[config.mk]
export PLATFORM = sky130hd
export DESIGN_NAME = ifu_fetch_ctrl_flat
export DESIGN_NICKNAME = d
export VERILOG_FILES = /design/src/rtl/ifu_fetch_ctrl_if.sv /design/src/rtl/ifu_fetch_ctrl.sv /design/src/flat_wrapper.sv
export SDC_FILE = /design/constraint.sdc
export NUM_CORES = 1
export LEC_CHECK = 0
export ABC_AREA = 1
export BUFFER_PORTS_ARGS = -buffer_cell sky130_fd_sc_hd__buf_2
export CORE_MARGIN = 2
export CORE_UTILIZATION = 35
export CTS_BUF_LIST = sky130_fd_sc_hd__clkbuf_2
export CTS_CLUSTER_SIZE = 24
export DETAILED_ROUTE_END_ITERATION = 10
export GPL_TIMING_DRIVEN = 0
export PLACE_DENSITY = 0.65
export SLEW_MARGIN = 20
export SYNTH_ARGS = -nofsm -noshare
export SYNTH_HDL_FRONTEND = slang
export SYNTH_SLANG_ARGS = --single-unit
export TNS_END_PERCENT = 10
[constraint.sdc]
create_clock -name clk -period 4.1 [get_ports clk]
set_input_delay 0.82 -clock clk [delete_from_list [all_inputs] [get_ports clk]]
set_output_delay 0.82 -clock clk [all_outputs]
set_load 0.03 [all_outputs]
[src/rtl/ifu_fetch_ctrl_if.sv]
// Instruction-memory request/response bus between the fetch controller
// (master) and the instruction memory or cache (slave).
interface ifu_fetch_ctrl_if;
   logic        inst_req;
   logic [31:0] inst_addr;
   logic        inst_addr_ok;
   logic        inst_data_ok;
   logic [31:0] inst_rdata_1;
   logic [31:0] inst_rdata_2;

   modport master (
      output inst_req,
      output inst_addr,
      input  inst_addr_ok,
      input  inst_data_ok,
      input  inst_rdata_1,
      input  inst_rdata_2
   );

   modport slave (
      input  inst_req,
      input  inst_addr,
      output inst_addr_ok,
      output inst_data_ok,
      output inst_rdata_1,
      output inst_rdata_2
   );
endinterface

[src/rtl/ifu_fetch_ctrl.sv]
// Instruction fetch controller: issues one 8-byte-aligned fetch group at a
// time, tracks the single outstanding request and discards stale data.
module ifu_fetch_ctrl #(
   parameter logic [31:0] RESET_PC = 32'hBFC0_0000
) (
   input  logic                  clk,
   input  logic                  resetn,
   input  logic                  redirect_ena,
   input  logic [31:0]           redirect_pc,
   input  logic                  fetch_stall,
   ifu_fetch_ctrl_if.master      imem,
   output logic                  out_valid_1,
   output logic                  out_valid_2,
   output logic [31:0]           out_inst_1,
   output logic [31:0]           out_inst_2,
   output logic [31:0]           out_pc
);

   typedef enum logic [1:0] {
      S_REQ    = 2'd0,
      S_WAIT   = 2'd1,
      S_CANCEL = 2'd2
   } state_t;

   state_t      state_r;
   state_t      state_nxt_s;
   logic [31:0] pc_r;
   logic [31:0] req_pc_r;
   logic        req_dual_r;
   logic        issue_s;
   logic        accept_s;
   logic        deliver_s;

   // A group ends at the next 8-byte boundary: an upper-word PC fetches one slot.
   function automatic logic [31:0] next_seq_pc(input logic [31:0] pc);
      logic [31:0] nxt;
      if (pc[2]) begin
         nxt = pc + 32'd4;
      end else begin
         nxt = pc + 32'd8;
      end
      return nxt;
   endfunction

   // FSM state register
   always_ff @(posedge clk or negedge resetn) begin
      if (!resetn) begin
         state_r <= S_REQ;
      end else begin
         state_r <= state_nxt_s;
      end
   end

   // PC and outstanding-request bookkeeping; redirect beats sequential advance
   always_ff @(posedge clk or negedge resetn) begin
      if (!resetn) begin
         pc_r       <= RESET_PC;
         req_pc_r   <= RESET_PC;
         req_dual_r <= 1'b0;
      end else begin
         if (redirect_ena) begin
            pc_r <= redirect_pc;
         end else if (accept_s) begin
            pc_r <= next_seq_pc(pc_r);
         end else begin
            pc_r <= pc_r;
         end
         if (accept_s && !redirect_ena) begin
            req_pc_r   <= pc_r;
            req_dual_r <= ~pc_r[2];
         end else begin
            req_pc_r   <= req_pc_r;
            req_dual_r <= req_dual_r;
         end
      end
   end

   // FSM next-state logic
   always_comb begin
      state_nxt_s = state_r;
      case (state_r)
         S_REQ: begin
            if (accept_s) begin
               if (redirect_ena) begin
                  state_nxt_s = S_CANCEL;
               end else begin
                  state_nxt_s = S_WAIT;
               end
            end else begin
               state_nxt_s = S_REQ;
            end
         end
         S_WAIT: begin
            if (imem.inst_data_ok) begin
               state_nxt_s = S_REQ;
            end else if (redirect_ena) begin
               state_nxt_s = S_CANCEL;
            end else begin
               state_nxt_s = S_WAIT;
            end
         end
         S_CANCEL: begin
            if (imem.inst_data_ok) begin
               state_nxt_s = S_REQ;
            end else begin
               state_nxt_s = S_CANCEL;
            end
         end
         default: begin
            state_nxt_s = S_REQ;
         end
      endcase
   end

   // FSM outputs; reset gating keeps the request and slot pulses low while held in reset
   always_comb begin
      issue_s   = resetn && (state_r == S_REQ) && !fetch_stall;
      accept_s  = issue_s && imem.inst_addr_ok;
      deliver_s = resetn && (state_r == S_WAIT) && imem.inst_data_ok && !redirect_ena;

      imem.inst_req  = issue_s;
      imem.inst_addr = pc_r;

      out_valid_1 = deliver_s;
      out_valid_2 = deliver_s && req_dual_r;
      out_pc      = req_pc_r;
      out_inst_1  = imem.inst_rdata_1;
      out_inst_2  = imem.inst_rdata_2;
   end

endmodule
[src/flat_wrapper.sv]
// flat-port wrapper written by rule: the top's interface ports become plain ports
module ifu_fetch_ctrl_flat 
#(
   parameter logic [31:0] RESET_PC = 32'hBFC0_0000
)
  (clk, resetn, redirect_ena, redirect_pc, fetch_stall, out_valid_1, out_valid_2, out_inst_1, out_inst_2, out_pc, imem_inst_req, imem_inst_addr, imem_inst_addr_ok, imem_inst_data_ok, imem_inst_rdata_1, imem_inst_rdata_2);
  ifu_fetch_ctrl_if imem_i ();
  input  logic clk;
  input  logic resetn;
  input  logic redirect_ena;
  input  logic [31:0] redirect_pc;
  input  logic fetch_stall;
  output logic out_valid_1;
  output logic out_valid_2;
  output logic [31:0] out_inst_1;
  output logic [31:0] out_inst_2;
  output logic [31:0] out_pc;
  output wire logic [$bits(imem_i.inst_req)-1:0] imem_inst_req;
  output wire logic [$bits(imem_i.inst_addr)-1:0] imem_inst_addr;
  input wire logic [$bits(imem_i.inst_addr_ok)-1:0] imem_inst_addr_ok;
  input wire logic [$bits(imem_i.inst_data_ok)-1:0] imem_inst_data_ok;
  input wire logic [$bits(imem_i.inst_rdata_1)-1:0] imem_inst_rdata_1;
  input wire logic [$bits(imem_i.inst_rdata_2)-1:0] imem_inst_rdata_2;
  assign imem_inst_req = imem_i.inst_req;
  assign imem_inst_addr = imem_i.inst_addr;
  assign imem_i.inst_addr_ok = imem_inst_addr_ok;
  assign imem_i.inst_data_ok = imem_inst_data_ok;
  assign imem_i.inst_rdata_1 = imem_inst_rdata_1;
  assign imem_i.inst_rdata_2 = imem_inst_rdata_2;
  ifu_fetch_ctrl #(.RESET_PC(RESET_PC)) u_core (.clk(clk), .resetn(resetn), .redirect_ena(redirect_ena), .redirect_pc(redirect_pc), .fetch_stall(fetch_stall), .imem(imem_i), .out_valid_1(out_valid_1), .out_valid_2(out_valid_2), .out_inst_1(out_inst_1), .out_inst_2(out_inst_2), .out_pc(out_pc));
endmodule
==> impl_metrics.env <==
export IMPL_io_buffers=168
export IMPL_maxSlewHeadroom_pct=59.3
export IMPL_wl_um=12700
export IMPL_power_density_mw_per_mm2=402
export IMPL_dieArea_mm2=0.0126
export IMPL_synth_area_mm2=0.00411
export IMPL_cts_sinks=67
export IMPL_yosysSeqAreaShare_pct=41.4
export IMPL_critical_path_max_stage_delay_ns=0.29
export IMPL_cp_start_kind="primary input"
export IMPL_post_cts_buffers=0
export IMPL_p_comb_share_pct=35.7
export IMPL_synth_xor_area_share_pct=1.92
export IMPL_postLayoutCellArea_mm2=0.00530
export IMPL_seqPwrFrac_pct=42.3
export IMPL_place_gp_congestion=0.839
export IMPL_max_freq_ghz=0.345
export IMPL_ys_ff_latch=67
export IMPL_fin_crit_ns=2.90
export IMPL_switching_power_mw=0.885
export IMPL_setup_violations=0
export IMPL_crit_required_ns=3.28
export IMPL_first_iter_violations=185
export IMPL_p_clk_share_pct=22.0
export IMPL_grtUsageMet3_pct=4.05
export IMPL_path_max_fanout=47
export IMPL_seq_area_mm2=0.00170
export IMPL_synth_compound_area_share_pct=6.89
export IMPL_end_kind="output pin"
export IMPL_nFillCells=1226
export IMPL_multiInputGateArea_mm2=0.00164
export IMPL_final_setup_tns_ns=0
export IMPL_rows=39
export IMPL_yosys_top_cells_area="dfrtp_1, nand2_1, buf_4, dfstp_2, nor2_1"
export IMPL_synth_adder_area_share_pct=0.305
export IMPL_finalClockSkew_ns=0.0248
export IMPL_grt_pass1_wl_um=19900
export IMPL_cts_root_buf="clkbuf_2"
export IMPL_cts_repair_resized=0
export IMPL_synth_edff_count=0
export IMPL_yosysWarnings=0
export IMPL_grt_busiest_layer="met2"
export IMPL_fp_dieH_um=112
export IMPL_syn_inst=555
export IMPL_netSwitchingFraction_pct=41.5
export IMPL_p_int_mw=1.25
export IMPL_synth_cell_type_count=31
export IMPL_synth_ff_type="dfrtp_1"
export IMPL_synth_most_common_cell="nand2_1"
export IMPL_grtUsageMet1_pct=26.9
export IMPL_track_usage_pct=20.2
export IMPL_post_route_period_util_pct=70.8
export IMPL_synth_area_mux_share_pct=0
export IMPL_die_x_um=112
export IMPL_grt_pass1_vias=3916
export IMPL_cts_max_level=3
export IMPL_finalHoldViolCount=0
export IMPL_ctsHoldBuffers=0
export IMPL_drc_errors=0
export IMPL_antenna_left=0
export IMPL_async_flop_share_pct=100
export IMPL_worst_slew_pin_slew_ns=0.610
export IMPL_status="completed"
export IMPL_vias_per_cell=4.61
export IMPL_crit_slowest_cell="buf_4"
export IMPL_finalNetCount=838
export IMPL_synth_top_family_by_area="simple AND/OR/NAND/NOR gates"
export IMPL_maxSlewViolCount=0
export IMPL_final_cells=884
export IMPL_ir_worst_vdd_mv=0.177
export IMPL_rsz0062_at_grt="no"
export IMPL_synth_top_cell_by_area="dfrtp_1"
export IMPL_crit_arrival_ns=2.08
export IMPL_final_util_pct=46.4
export IMPL_place_detailed_hpwl_um=10000
export IMPL_gr_usage_met2_pct=32.8
export IMPL_antenna_found_initial=1
export IMPL_synth_simple_area_share_pct=30.8
export IMPL_clock_latency_ns=0.56
export IMPL_hold_class="in -> async"
export IMPL_dr_total_vias=4077
export IMPL_syn_area_per_cell_um2=7.40
export IMPL_drive_above_1_share_pct=40.0
export IMPL_initial_core_util_pct=36.0
export IMPL_dp_cells=867
export IMPL_synth_fp_nets=658
export IMPL_clk_path_buf_depth=2
export IMPL_numCtsBuffers=9
export IMPL_maxCapViolCount=0
export IMPL_ios=233
export IMPL_area_delta_synth_final_pct=29.0
export IMPL_wl_per_cell_um=14.4
export IMPL_clkTransAtPathRegs_ns=0.20
export IMPL_tritoncts="built"
export IMPL_first_pass_iters=4
export IMPL_crit_type="in -> out"
export IMPL_yosys_top_cells_count="nand2_1, buf_4, nor2_1, dfrtp_1, inv_1"
export IMPL_core_area_mm2=0.0114
export IMPL_synth_top_area_share_pct=29.9
export IMPL_postPlaceCellArea_mm2=0.00516
export IMPL_grt_max_degree=48
export IMPL_worstPathCellList="buf_4 -> buf_16 -> inv_1 -> nor4_1 -> buf_2"
export IMPL_grt_ovfl_total=0
export IMPL_p_leak_nw=2.88
## cells in the final DEF, fill, tap and decap left out, types with 3 or more instances in the layout
cell	instances
xor2_1	6
nand2_1	176
nor2_2	3
clkbuf_2	10
o21ai_0	20
inv_1	47
clkbuf_1	3
nand2_2	5
o21ai_1	17
buf_4	70
nand3b_1	8
dfrtp_1	49
nor2_1	50
buf_2	174
a21oi_1	10
xnor2_1	3
nand4_1	8
nor2_4	3
inv_2	4
nand3_1	36
dfstp_2	18
## power by group through the flow
stage	sequential (mW)	combinational, mW	clock (mW)
after floorplan	1.13	0.298	0
after global placement	0.910	0.755	0
after detailed placement	0.915	0.767	0
after CTS	0.903	0.769	0.480
after global routing	0.921	0.823	0.508
final	0.902	0.760	0.470
## sequential cells by signal, summed over array words and instances (netlist names)
name                   cells
u_core.imem.inst_addr     32
u_core.out_pc             32
u_core.req_dual_r          1
u_core.state_r             2
## final timing paths
kind                                                            from  slack, ns  cells after the start                               endpoint
worst max-delay path                                          resetn       1.20                      5                          imem_inst_req
worst min-delay path                                          resetn       0.12                      1  u_core.imem.inst_addr[15]$_DFFE_PN0P_
worst max register to register  u_core.imem.inst_addr[4]$_DFFE_PN0P_       2.39                      8  u_core.imem.inst_addr[21]$_DFFE_PN0P_
worst min register to register         u_core.out_pc[24]$_DFFE_PN1P_       0.48                      2          u_core.out_pc[24]$_DFFE_PN1P_
max in group asynchronous                                     resetn       3.36                      2  u_core.imem.inst_addr[27]$_DFFE_PN1P_
min in group clk                                   imem_inst_data_ok       0.45                      2            u_core.state_r[0]$_DFF_PN0_
## metrics by stage
stage          hold slack, ns  power (mW)  setup slack, ns
3_3_place_gp            0.453        1.67            0.396
2_1_floorplan           0.459        1.43             1.36
6_report                0.123        2.13             1.20
5_1_grt                0.0901        2.25             1.01
4_1_cts                0.0839        2.15             1.17
3_5_place_dp            0.459        1.68             1.16
## layout make-up
cell class	count	share of cell area [%]
antenna	1	0.0472
buffer	80	10.9
clock buffer	10	0.945
clock inverter	6	1.70
inverter	51	3.61
multi-input combinational	357	31.0
sequential	67	32.1
tap	143	3.38
timing repair buffer	169	16.4
## metal layers
metal  vias to the layer above  wire (um)
met5                         -          0
met1                      1853       5530
met4                         0        137
met2                       169       6060
met3                        11       1010
li1                       2044          -
## kinds of logic after synthesis
group	Yosys count
AO/OA/AOI/OAI	53
XOR/XNOR	9
adder cells (fa/ha/maj)	1
buffers and inverters	131
flip-flops	67
AND/OR/NAND/NOR	294
## critical path, delay by kind of cell
| kind | cells | cell delay (ns) |
|---|---|---|
| buffers and inverters | 4 | 0.96 |
| AND/OR/NAND/NOR | 1 | 0.28 |
Note: power is estimated with default switching activity, not from simulation.
